==> src/rtl/io_timer.sv <==
// io_timer: memory-mapped 16-bit down-counting timer on the CPU I/O data bus.
// Register window BASEADDR..BASEADDR+15 (little-endian 16-bit registers):
//   0x0 CTRL {IE,AR,EN}, 0x2 RELOAD, 0x4 COUNT, 0x6 STATUS {EXP, write-1-clear},
//   0x8 PRESCALE, 0xA-0xE reserved (read 0, writes ignored).
// Ports:
//   clk          - single clock, rising edge
//   reset        - asynchronous active-low reset
//   dread_addr   - read byte address (cycle N)
//   dread_data   - registered read data for cycle N's address (cycle N+1)
//   dwrite_addr  - write byte address
//   dwrite_data  - write data, [7:0] to addr, [15:8] to addr+1
//   dwrite_en    - byte-lane write enables
//   interrupt    - registered level interrupt, EXP & IE
module io_timer #(
  parameter logic [15:0] BASEADDR = 16'h0010
) (
  input  logic        clk,
  input  logic        reset,
  input  logic [15:0] dread_addr,
  output logic [15:0] dread_data,
  input  logic [15:0] dwrite_addr,
  input  logic [15:0] dwrite_data,
  input  logic [1:0]  dwrite_en,
  output logic        interrupt
);

  localparam int unsigned DW     = 16;
  localparam int unsigned NBYTES = 16;
  localparam int unsigned IMGW   = NBYTES * 8;
  localparam int unsigned CTRLW  = 3;

  // Architectural state
  logic [CTRLW-1:0] ctrl;
  logic [DW-1:0]    reload;
  logic [DW-1:0]    count;
  logic             expired;
  logic [DW-1:0]    prescale;
  logic [DW-1:0]    pcnt;

  // Next-state values
  logic [CTRLW-1:0] ctrl_n;
  logic [DW-1:0]    reload_n;
  logic [DW-1:0]    count_n;
  logic             expired_n;
  logic [DW-1:0]    prescale_n;
  logic [DW-1:0]    pcnt_n;
  logic [DW-1:0]    rdata_n;
  logic             irq_n;

  // Byte addresses of each lane and their window hits
  logic [DW-1:0] wa0, wa1, ra0, ra1;
  logic          hit_w0, hit_w1, hit_r0, hit_r1;

  assign wa0 = dwrite_addr;
  assign wa1 = dwrite_addr + 16'd1;
  assign ra0 = dread_addr;
  assign ra1 = dread_addr + 16'd1;

  assign hit_w0 = (wa0[15:4] == BASEADDR[15:4]);
  assign hit_w1 = (wa1[15:4] == BASEADDR[15:4]);
  assign hit_r0 = (ra0[15:4] == BASEADDR[15:4]);
  assign hit_r1 = (ra1[15:4] == BASEADDR[15:4]);

  // Per-byte write strobes and data across the 16-byte window
  logic [NBYTES-1:0] byte_we;
  logic [IMGW-1:0]   byte_wd;

  always_comb begin
    byte_we = '0;
    byte_wd = '0;
    if (dwrite_en[0] && hit_w0) begin
      byte_we[wa0[3:0]]                 = 1'b1;
      byte_wd[{wa0[3:0], 3'b000} +: 8] = dwrite_data[7:0];
    end
    if (dwrite_en[1] && hit_w1) begin
      byte_we[wa1[3:0]]                 = 1'b1;
      byte_wd[{wa1[3:0], 3'b000} +: 8] = dwrite_data[15:8];
    end
  end

  // Current register image, byte i of the window at bits [8i+7:8i]
  logic [IMGW-1:0] img;
  assign img = {48'h0, prescale, 15'h0, expired, count, reload, 13'h0, ctrl};

  logic [7:0] rbyte0, rbyte1;
  assign rbyte0 = hit_r0 ? img[{ra0[3:0], 3'b000} +: 8] : 8'h00;
  assign rbyte1 = hit_r1 ? img[{ra1[3:0], 3'b000} +: 8] : 8'h00;

  // Bytes that have no storage behind them
  logic unused_bits;
  assign unused_bits = ^{byte_we[15:10], byte_we[7], byte_we[1],
                         byte_wd[127:80], byte_wd[63:49], byte_wd[15:3]};

  logic en, ar, ie;
  logic tick, expire;
  logic count_wr;

  assign en       = ctrl[0];
  assign ar       = ctrl[1];
  assign ie       = ctrl[2];
  assign tick     = en && (pcnt == 16'd0);
  assign expire   = tick && (count == 16'd0);
  assign count_wr = byte_we[4] || byte_we[5];

  // Next-state logic
  always_comb begin
    ctrl_n     = ctrl;
    reload_n   = reload;
    count_n    = count;
    expired_n  = expired;
    prescale_n = prescale;
    pcnt_n     = pcnt;
    rdata_n    = {rbyte1, rbyte0};
    irq_n      = expired && ie;

    // One-shot expiry clears EN; a CPU write to CTRL in the same cycle wins
    if (expire && !ar) ctrl_n[0] = 1'b0;
    if (byte_we[0]) ctrl_n = byte_wd[2:0];

    if (byte_we[2]) reload_n[7:0]  = byte_wd[23:16];
    if (byte_we[3]) reload_n[15:8] = byte_wd[31:24];

    // CPU write replaces the tick update; unwritten byte keeps its pre-tick value
    if (count_wr) begin
      if (byte_we[4]) count_n[7:0]  = byte_wd[39:32];
      if (byte_we[5]) count_n[15:8] = byte_wd[47:40];
    end else if (tick) begin
      if (count != 16'd0) count_n = count - 16'd1;
      else if (ar)        count_n = reload;
    end

    // Expiry set is applied after the clear so it wins a same-cycle collision
    if (byte_we[6] && byte_wd[48]) expired_n = 1'b0;
    if (expire) expired_n = 1'b1;

    if (byte_we[8]) prescale_n[7:0]  = byte_wd[71:64];
    if (byte_we[9]) prescale_n[15:8] = byte_wd[79:72];

    // Held at PRESCALE while disabled, so a 0->1 EN write starts a full period
    if (!en || (pcnt == 16'd0)) pcnt_n = prescale;
    else                        pcnt_n = pcnt - 16'd1;
  end

  // State and output registers
  always_ff @(posedge clk or negedge reset) begin
    if (!reset) begin
      ctrl       <= '0;
      reload     <= '0;
      count      <= '0;
      expired    <= 1'b0;
      prescale   <= '0;
      pcnt       <= '0;
      dread_data <= '0;
      interrupt  <= 1'b0;
    end else begin
      ctrl       <= ctrl_n;
      reload     <= reload_n;
      count      <= count_n;
      expired    <= expired_n;
      prescale   <= prescale_n;
      pcnt       <= pcnt_n;
      dread_data <= rdata_n;
      interrupt  <= irq_n;
    end
  end

endmodule
==> config.mk <==
export PLATFORM = sky130hd
export DESIGN_NAME = io_timer
export DESIGN_NICKNAME = d
export VERILOG_FILES = /design/src/rtl/io_timer.sv
export SDC_FILE = /design/constraint.sdc
export NUM_CORES = 1
export LEC_CHECK = 0
export ABC_AREA = 1
export CAP_MARGIN = 20
export CORE_MARGIN = 2
export CORE_UTILIZATION = 30
export DETAILED_ROUTE_END_ITERATION = 6
export PLACE_DENSITY = 0.49
export RECOVER_POWER = 50
export SETUP_SLACK_MARGIN = 0.15
export SYNTH_ARGS = -nofsm -noshare
export SYNTH_HDL_FRONTEND = slang
export SYNTH_SLANG_ARGS = --single-unit
==> constraint.sdc <==
create_clock -name clk -period 4.7 [get_ports clk]
set_input_delay 1.175 -clock clk [delete_from_list [all_inputs] [get_ports clk]]
set_output_delay 1.175 -clock clk [all_outputs]
set_load 0.1 [all_outputs]
==> impl_metrics.ini, run 1 <==
[final_layout]
final_common_cell = nand2_1
finalNonFillerCells = 1634
finalNetCount = 1360
ff_latch_area_um2 = 2130
final_cell_mix = 365 x nand2_1, 159 x nor2_1, 120 x inv_1
final_util = 0.357
area_growth_pct = 17.4
antennaDiodeCount = 0
final_layout_size_suffix_gt1_frac = 0.0613
multi_input_area_um2 = 4810
fill_cells = 2792
design_area_um2 = 8950

[sta]
setup_viol = 0
post-route-worst-setup-slack_ps = 770
hold_viol_final = 0
slew_headroom = -0.128
fin_setup_tns_ps = 0
period_share = 0.836
fin_skew_ps = 9.68
whs_ps = 503
min_period_ps = 3930
max_freq_mhz = 254
rsz0062_at_grt = no
drv_slew = 67
worst_slew_pin_slew_ps = 1690

[synth]
synth-seq-cells = 85
yosysTopAreaCell = dfrtp_1
synthFlopType = dfrtp_1
netlist_instances = 1242
synth_area_per_cell_um2 = 6.14
synth_top_area_frac = 0.279
yosysSeqAreaShare = 0.279
synthArstFlopShare = 1.00
synth_edf_count = 0
synth.area.top_cells = dfrtp_1 28%, nand2_1 18%, nor2_1 7.8%
synth_fp_nets = 1303
yosys_warnings = 0
ys_types = 48
netlist_area_um2 = 7620

[power]
ir_drop_v = 0.000168
p_per_area_nw_per_um2 = 203
finalPower_mw = 1.81
p_leak_nw = 4.05

[floorplanning]
num_rows = 58
ioPinCount = 69
die_y_um = 163
die_area_um2 = 26700
fp.coreArea_um2 = 25000
die_x_um = 163
start_util = 0.304

[drt]
drtPass1Iterations = 5
viasPerCell = 5.24
drt_iter0_drc = 821
drc = 0
wirelength_mm = 29.8
vias = 8554
wire_per_inst_um = 18.2
ant_nets = 0

[placement]
routabilityCongestion = 0.947
post_dp_cell_area_um2 = 8650
dp_hpwl_mm = 23.4
place_ws_ps = 459
place_inst = 1618
port_buffers = 68

[setup_path]
critical_path_class = in2reg
crit_top_cell = nand2_1
arrival_ps = 4220
worst-path-buf-inv = 3
worst-r2r-cell-count = 15
crit_path_end_kind = flip-flop
path_delay_family = simple AND/OR/NAND/NOR gates
cp.depth = 14
crit_required_ps = 4990
cp_cell_sequence = clkdlybuf4s50_1 -> inv_1 -> ha_1 -> inv_1 -> nand2_1 -> and2_1 -> nand3_1 -> nor2_1 -> nand3_1 -> nand2_1 -> nand2_1 -> nand2_1 -> nand2_1 -> nand2_1
max_stage_delay_ps = 530
worstPathMaxFanout = 13
cp_slowest_cell = clkdlybuf4s50_1
worst_setup_path_start_kind = input pin

[clock_tree]
root_buffer = clkbuf_16
clock_path_buffers = 2
cts_setup_buffers = 0
cts_inserted_buffers = 9
hold_buffers = 0
cts.clk_slew.worst_paths_ps = 70
cts.sinks = 85
clock_latency_ps = 360
htreeDepth = 3
ctsResizeCount = 0
cts_tree = built

[grt]
grt_pass1_wl_mm = 47.0
grt_max_degree = 67
antenna_found_initial = 0
grt_pass1_vias = 8246
grtUsageTotal = 0.230
overflow = 0

[job]
maxCapViolations = 1

[hold_path]
worstHoldPathType = reg2reg
whs_path_depth = 2

[status]
status = finished, violations left
violations = max-capacitance violations, max-slew violations
registers in the layout, summed over array words and instances (netlist names):
signal      count
count          16
ctrl            3
dread_data     16
expired         1
interrupt       1
pcnt           16
prescale       16
reload         16
power by group:
group | total [mW] | switching, mW | internal (mW) | leakage [nW]
combinational | 0.320 | 0.221 | 0.0986 | 2.78
sequential | 0.733 | 0.000661 | 0.732 | 1.12
clock | 0.761 | 0.320 | 0.441 | 0.148
cell usage after synthesis, types with 9 or more instances:
library cell,number
dfrtp_1,85
nand2_1,365
nand4_1,30
o211ai_1,16
a21oi_1,38
a31oi_1,26
xor2_1,12
nor4_1,16
nor2_1,159
nand2_2,12
clkbuf_1,25
ha_1,9
nand3_1,87
inv_1,120
nor3_1,37
o21ai_0,106
cell type report:
| cell class | count | share of cell area |
|---|---|---|
| Timing Repair Buffer | 86 | 0.0892 |
| Sequential cell | 85 | 0.238 |
| Clock inverter | 5 | 0.00657 |
| Inverter | 130 | 0.0545 |
| Tap cell | 330 | 0.0461 |
| Clock buffer | 11 | 0.0282 |
| Multi-Input combinational cell | 987 | 0.538 |
worst reg2reg max path, delay by kind of cell (launching register included):
kind,cells,cell delay [ps]
AO/OA/AOI/OAI,2,320
adder cells (fa/ha/maj),1,250
buffers and inverters,3,1320
AND/OR/NAND/NOR,9,750
flip-flops,1,320
cell families after synthesis:
| kind of cell | count (synthesis) | synth area share |
|---|---|---|
| AO/OA/AOI/OAI | 231 | 0.181 |
| XOR/XNOR | 17 | 0.0195 |
| adder cells (fa/ha/maj) | 9 | 0.0148 |
| buffers and inverters | 170 | 0.0898 |
| flip-flops | 85 | 0.279 |
| AND/OR/NAND/NOR | 730 | 0.416 |
layer usage:
metal	track usage	routed length, um	vias to the layer above
met2	0.369	13500	281
li1	-	-	4262
met4	0.0841	945	0
met5	0	0	-
met3	0.0325	1540	57
met1	0.314	13800	3954
worst paths after layout:
path | from | end | slack, ps
max | dwrite_addr[1] | count[8]$_DFFE_PN0P_ | 770
min | count[0]$_DFFE_PN0P_ | count[0]$_DFFE_PN0P_ | 500
max reg2reg | pcnt[0]$_DFF_PN0_ | pcnt[15]$_DFF_PN0_ | 1640
max in group asynchronous | reset | ctrl[1]$_DFFE_PN0P_ | 1680
min in group asynchronous | reset | count[15]$_DFFE_PN0P_ | 1250
min reg2reg | count[0]$_DFFE_PN0P_ | count[0]$_DFFE_PN0P_ | 500
No activity file was read; power rests on OpenSTA's default activity.
==> run 2, diff against run 1 <==
clock period = 4.1 ns   (was 4.7 ns; I/O delays follow)
==> run 2 against run 1 <==
- the run now ends clean
- worst setup slack worse by 220 ps
- sequential power is 15% higher
- die area did not move
- wire length shrank 0.80%
- final cell count is 0.61% higher
- clock power rose by 2%
==> impl_metrics.ini, run 2 (synthesized netlist as in run 1, its figures left out) <==
[power]
p_sw_frac = 0.306
p_leak_nw = 4.09
pwr-share-comb = 0.188
seqPwrFrac = 0.422
internal-power_mw = 1.38
p_switching_mw = 0.609
ir_drop_v = 0.000194
p_clk_frac = 0.390
p_per_area_nw_per_um2 = 221

[drt]
viasPerCell = 5.27
wire_per_inst_um = 18.0
ant_nets = 0
drt_iter0_drc = 977
vias = 8668
wirelength_mm = 29.6
drc = 0
drtPass1Iterations = 6

[sta]
fin_setup_tns_ps = 0
setup_viol = 0
worst_slew_pin_slew_ps = 1420
rsz0062_at_grt = no
hold_viol_final = 0
max_freq_mhz = 282
period_share = 0.865
slew_headroom = 0.0544
min_period_ps = 3550
drv_slew = 0
fin_skew_ps = 7.61

[clock_tree]
ctsResizeCount = 0
cts_setup_buffers = 0
cts.clk_slew.worst_paths_ps = 70
cts_tree = built
cts_inserted_buffers = 9
root_buffer = clkbuf_16
hold_buffers = 0
clock_path_buffers = 2
cts.sinks = 85
htreeDepth = 3
clock_latency_ps = 350

[floorplanning]
ioPinCount = 69
fp.coreArea_um2 = 25000
die_x_um = 163
start_util = 0.304
die_area_um2 = 26700
die_y_um = 163
num_rows = 58

[final_layout]
finalNetCount = 1371
final_common_cell = nand2_1
antennaDiodeCount = 0
final_cell_mix = 365 x nand2_1, 159 x nor2_1, 120 x inv_1
design_area_um2 = 9000
fill_cells = 2814
final_layout_size_suffix_gt1_frac = 0.0677
area_growth_pct = 18.1

[grt]
grt_pass1_vias = 8234
overflow = 0
grtUsageTotal = 0.226
antenna_found_initial = 0
grt_max_degree = 57
grt_pass1_wl_mm = 46.3

[placement]
post_dp_cell_area_um2 = 8740
port_buffers = 68
dp_hpwl_mm = 23.3
routabilityCongestion = 0.996

[setup_path]
crit_path_end_kind = flip-flop
arrival_ps = 3840
crit_required_ps = 4390
critical_path_class = in2reg
worst_setup_path_start_kind = input pin
worstPathMaxFanout = 9

[status]
status = finished clean

[job]
maxCapViolations = 0

[hold_path]
worstHoldPathType = reg2reg
==> run 2: power by group through the flow <==
stage          clock [mW]  sequential [mW]  combinational (mW)
6_report            0.777            0.840               0.375
5_1_grt             0.843            0.839               0.412
4_1_cts             0.807            0.840               0.372
3_5_place_dp            0            0.856               0.370
3_3_place_gp            0            0.856               0.375
2_1_floorplan           0            0.856               0.199
==> run 2: layer usage <==
metal,part of all wire,routed length [um],global-route usage
met2,0.45,13300,0.363
met5,0,0,0
met4,0.035,1030,0.0861
met3,0.065,1930,0.0315
met1,0.45,13300,0.309
==> run 2: worst paths after layout <==
check,start,to,slack [ps],cells after the start
worst max-delay path,dwrite_addr[0],count[2]$_DFFE_PN0P_,550,16
worst min-delay path,count[0]$_DFFE_PN0P_,count[0]$_DFFE_PN0P_,500,2
worst max register to register,pcnt[0]$_DFF_PN0_,pcnt[15]$_DFF_PN0_,1080,15
worst min register to register,count[0]$_DFFE_PN0P_,count[0]$_DFFE_PN0P_,500,2
max in group asynchronous,reset,ctrl[1]$_DFFE_PN0P_,1620,2
min in group asynchronous,reset,count[13]$_DFFE_PN0P_,1010,1
==> run 2: cell type report <==
class	instances	area, um2	area share
Multi-Input combinational cell	987	4810	0.534
Sequential cell	85	2130	0.236
Timing Repair Buffer	97	890	0.0988
Inverter	130	488	0.0542
Tap cell	330	413	0.0459
Clock buffer	10	239	0.0265
Clock inverter	5	37.5	0.00417
==> run 2: critical path, stage by stage <==
cell,delay [ps]
clkdlybuf4s50_1,530
ha_1,280
nand2_1,130
nor2_2,210
nand3_1,130
nand2_1,80
nand2_1,60
nor2_1,90
nand3_1,60
nor2_1,240
a21oi_1,200
o21ai_0,250
nand2_2,240
inv_2,190
nand2_1,70
nand2_1,60
==> run 2: through the flow <==
step	setup slack [ps]	std cells	utilization	power [mW]	hold slack, ps
2_1_floorplan	1250	1242	-	1.06	449
4_1_cts	532	1644	0.360	2.02	496
6_report	554	1644	0.360	1.99	496
3_5_place_dp	163	1629	0.349	1.23	479
5_1_grt	220	1644	0.360	2.09	540
3_3_place_gp	143	1629	0.349	1.23	475
==> run 3, diff against run 2 <==
RECOVER_POWER = 25   (was 50)
==> run 3 against run 2 <==
- sequential cell count unchanged
- die area did not move
- via count fell by 0.28%
==> impl_metrics.ini, run 3 (synthesized netlist as in run 1, its figures left out) <==
[clock_tree]
cts.clk_slew.worst_paths_ps = 70
cts.sinks = 85
clock_path_buffers = 2
cts_inserted_buffers = 9
hold_buffers = 0
clock_latency_ps = 350
ctsResizeCount = 0
root_buffer = clkbuf_16
cts_setup_buffers = 0
cts_tree = built
htreeDepth = 3

[sta]
setup_viol = 0
max_freq_mhz = 282
hold_viol_final = 0
slew_headroom = 0.0514
fin_skew_ps = 7.65
min_period_ps = 3550
fin_setup_tns_ps = 0
worst_slew_pin_slew_ps = 1420
drv_slew = 0
period_share = 0.865
rsz0062_at_grt = no
post-route-worst-setup-slack_ps = 554
whs_ps = 496

[grt]
grtUsageTotal = 0.226
overflow = 0
grt_pass1_wl_mm = 46.3
grt_pass1_vias = 8234
antenna_found_initial = 0
grt_max_degree = 57

[final_layout]
final_cell_mix = 365 x nand2_1, 159 x nor2_1, 120 x inv_1
area_growth_pct = 18.3
final_layout_size_suffix_gt1_frac = 0.0700
antennaDiodeCount = 0
final_common_cell = nand2_1
finalNetCount = 1371

[drt]
viasPerCell = 5.26
drtPass1Iterations = 7
drt_iter0_drc = 982
wire_per_inst_um = 18.0
wirelength_mm = 29.6
drc = 0
ant_nets = 0
vias = 8644

[floorplanning]
start_util = 0.304
ioPinCount = 69
die_x_um = 163
fp.coreArea_um2 = 25000
num_rows = 58
die_y_um = 163
die_area_um2 = 26700

[placement]
port_buffers = 68
place_ws_ps = 163
dp_hpwl_mm = 23.3
routabilityCongestion = 0.996

[hold_path]
worstHoldPathType = reg2reg
whs_path_depth = 2
whs_endpoint = count[0]$_DFFE_PN0P_
holdCritStartpoint = count[0]$_DFFE_PN0P_

[setup_path]
crit_required_ps = 4390
worst_setup_path_start_kind = input pin
r2r_start = pcnt[0]$_DFF_PN0_
critical_path_class = in2reg
worstPathMaxFanout = 9
r2r_end = count[2]$_DFFE_PN0P_
worst-r2r-setup-slack_ps = 1180
crit_path_end_kind = flip-flop
worst-r2r-cell-count = 16
arrival_ps = 3840

[power]
ir_drop_v = 0.000194
finalPower_mw = 1.99
p_per_area_nw_per_um2 = 221
p_leak_nw = 4.10

[job]
maxCapViolations = 0

[status]
status = finished clean
==> run 3: changes by cell type in the layout (fill, tap and decap cells not counted) <==
cell	previous run	this run
buf_4	25	28
clkbuf_1	3	0
dlygate4sd3_1	1	0
clkdlybuf4s50_1	65	66
==> run 3: cell type report <==
| type | instances | area [um2] |
|---|---|---|
| fill | 2813 | 16000 |
| timing repair buffer | 97 | 901 |
| inverter | 130 | 488 |
| sequential | 85 | 2130 |
| multi-input combinational | 987 | 4810 |
| clock buffer | 10 | 239 |
| clock inverter | 5 | 37.5 |
| tap | 330 | 413 |
==> run 3: worst max-delay path by stage <==
stage                             end            from  slack [ps]  cells after the start
6_report         count[2]$_DFFE_PN0P_  dwrite_addr[0]         550                     16
5_1_grt         count[12]$_DFFE_PN0P_  dwrite_addr[0]         220                     17
4_1_cts          count[2]$_DFFE_PN0P_  dwrite_addr[0]         530                     16
3_5_place_dp     count[2]$_DFFE_PN0P_  dwrite_addr[0]         160                     16
3_3_place_gp     count[4]$_DFFE_PN0P_  dwrite_addr[0]         140                     16
2_1_floorplan  reload[14]$_DFFE_PN0P_  dwrite_addr[0]        1250                     12
==> run 3: metrics by stage <==
| stage | cells | cell area [um2] | utilization |
|---|---|---|---|
| 6_report | 1644 | 9010 | 0.360 |
| 4_1_cts | 1644 | 9020 | 0.360 |
| 5_1_grt | 1644 | 9010 | 0.360 |
| 3_5_place_dp | 1629 | 8740 | 0.349 |
| 3_3_place_gp | 1629 | 8740 | 0.349 |
| 2_1_floorplan | 1242 | 7620 | - |
==> run 3: metal layers <==
| layer | GRT usage | routed length, um | part of all wire | up-vias |
|---|---|---|---|---|
| li1 | - | - | - | 4297 |
| met1 | 0.309 | 13400 | 0.45 | 3951 |
| met2 | 0.363 | 13400 | 0.45 | 333 |
| met3 | 0.0315 | 1920 | 0.065 | 63 |
| met4 | 0.0861 | 948 | 0.032 | 0 |
| met5 | 0 | 0 | 0 | - |
==> run 3: worst max-delay path: stages <==
cell and delay (ps):
clkdlybuf4s50_1 530, ha_1 280, nand2_1 130, nor2_2 210, nand3_1 130, nand2_1 80, nand2_1 60, nor2_1 90
nand3_1 60, nor2_1 240, a21oi_1 200, o21ai_0 250, nand2_2 240, inv_2 190, nand2_1 70, nand2_1 60
==> run 3: power breakdown <==
| part | switching, mW | leakage [nW] | internal [mW] |
|---|---|---|---|
| Sequential | 0.000774 | 1.12 | 0.839 |
| Clock | 0.353 | 0.131 | 0.425 |
| Combinational | 0.256 | 2.85 | 0.121 |
==> patch: new RTL, flow settings as in run 2 <==
Take the reset off `dread_data` and load it in a clocked block of its own.
--- a/src/rtl/io_timer.sv
+++ b/src/rtl/io_timer.sv
@@ -150,7 +150,6 @@
       expired    <= 1'b0;
       prescale   <= '0;
       pcnt       <= '0;
-      dread_data <= '0;
       interrupt  <= 1'b0;
     end else begin
       ctrl       <= ctrl_n;
@@ -159,9 +158,12 @@
       expired    <= expired_n;
       prescale   <= prescale_n;
       pcnt       <= pcnt_n;
-      dread_data <= rdata_n;
       interrupt  <= irq_n;
     end
   end
 
+  always_ff @(posedge clk) begin
+    dread_data <= rdata_n;
+  end
+
 endmodule
Behaviour: differs if reset is asserted again (counterexample within 4 cycles, from zero or initial values and one cycle with reset low); with reset held inactive, the same outputs for 4 cycles.
==> patch against run 2 <==
The flow now finishes with violations (capacitance limit, slew limit). Setup slack improved by 0.056 ns. Sequential cell count did not move. Worst hold slack got worse by 0.023 ns. Non-clock buffer count rose by 11. Wire length rose by 0.82%. Synthesized area rose by 1.2%. Combinational power rose by 43%. Power rose by 17%. First-iteration DRC count fell by 6.0%. Via count rose by 3.1%. Design area rose by 2.2%. Critical endpoint is now count[6]. Largest cell class unchanged.
==> patch: results <==
{
  "ys_types": 46,
  "r2r_slack_ns": 1.31,
  "syn_area_per_cell_sq_um": 5.986,
  "status": "finished, violations left",
  "syn-cell-area_sq_um": 7710,
  "grt_pass1_vias": 8443,
  "grt_pass1_wl_um": 46960,
  "layout.clock.cell_area_share": 0.03468,
  "netlist_top_cells_area": "dfrtp_1 22%, nand2_1 17%, nor2_1 8.6%",
  "sh_seq_area": 0.2225,
  "vdd_drop_max_mv": 0.1730,
  "hold_end": "reload[14]",
  "worstMarginPinSlew_ns": 2.019,
  "ys_seq_area_frac": 0.2655,
  "drive_gt1_frac": 0.07221,
  "r2r-end": "count[0]",
  "buf_share": 0.1042,
  "leakagePower_uw": 0.004123,
  "synth.cells.most_frequent": "355 x nand2_1, 176 x nor2_1, 143 x inv_1",
  "crit_arrival_ns": 3.73,
  "power.switching_uw": 762.4,
  "hp-start": "reload[14]",
  "buffers": 108,
  "syn_nets": 1349,
  "wl_per_cell_um": 17.52,
  "path_max_fanout": 12,
  "nNetsFinal": 1427,
  "violations": "capacitance limit, slew limit",
  "nFillCells": 2792,
  "dpl-instance-area_sq_um": 8894,
  "reg2reg_from": "count[10]",
  "synth_xor_area_frac": 0.02499,
  "num-clock-buffers": 12,
  "syn2layout_area_growth_pct": 19.33,
  "async_reset_ff_frac": 0.8118,
  "fin_hold_ws_ns": 0.4734,
  "drv_cap": 1,
  "r2r_cells": 10,
  "multiInputGateArea_sq_um": 4881,
  "drt-initial-drc-count": 918,
  "place_ws_ns": 0.2454,
  "slew_violations": 37
}
patch: changes by cell type in the layout (fill, tap and decap cells not counted), moves of 5 or more:
cell,delta
a211oi_1,-5
buf_4,+12
dfrtp_1,-16
dfxtp_1,+16
inv_1,+23
nand2_1,-10
nand3_1,-14
nand4_1,+6
nor2_1,+17
nor3_1,-7
o21ai_0,+15
o21ai_1,+8
o31ai_1,+5
patch: worst max-delay path by stage:
stage                              start           end  slack, ns  depth (start not counted)
final                     dwrite_addr[1]      count[6]       0.61                         15
after global routing      dwrite_addr[1]  prescale[14]       0.35                         15
after detailed placement  dwrite_addr[1]      count[6]       0.25                         15
after floorplan           dwrite_addr[0]     reload[7]       1.14                         10
after global placement    dwrite_addr[0]      count[6]       0.30                         15
after CTS                 dwrite_addr[1]      count[6]       0.61                         15
patch: per-layer routing:
layer / routed length, um / up-vias / share of wire / global-route usage
li1: - / 4431 / - / -
met1: 14130 / 4129 / 0.47 / 0.3230
met2: 13220 / 330 / 0.44 / 0.3549
met3: 1767 / 43 / 0.059 / 0.02348
met4: 681 / 0 / 0.023 / 0.06140
met5: 0 / - / 0 / 0
patch: logic make-up (layout without fill, tap and decap cells):
kind of cell | Yosys count | after routing
xor+xnor | 22 | 22
buf+inv | 196 | 279
flops | 85 | 85
simple gates | 725 | 725
compound gates | 251 | 251
fa+ha+maj | 9 | 9
patch: power by group through the flow:
| stage | Clock (uW) | Sequential [uW] | Combinational [uW] |
|---|---|---|---|
| 6_report | 887 | 908 | 535 |
| 5_1_grt | 942 | 913 | 596 |
| 4_1_cts | 899 | 908 | 532 |
| 3_5_place_dp | 0 | 925 | 528 |
| 3_3_place_gp | 0 | 925 | 532 |
| 2_1_floorplan | 0 | 918 | 325 |
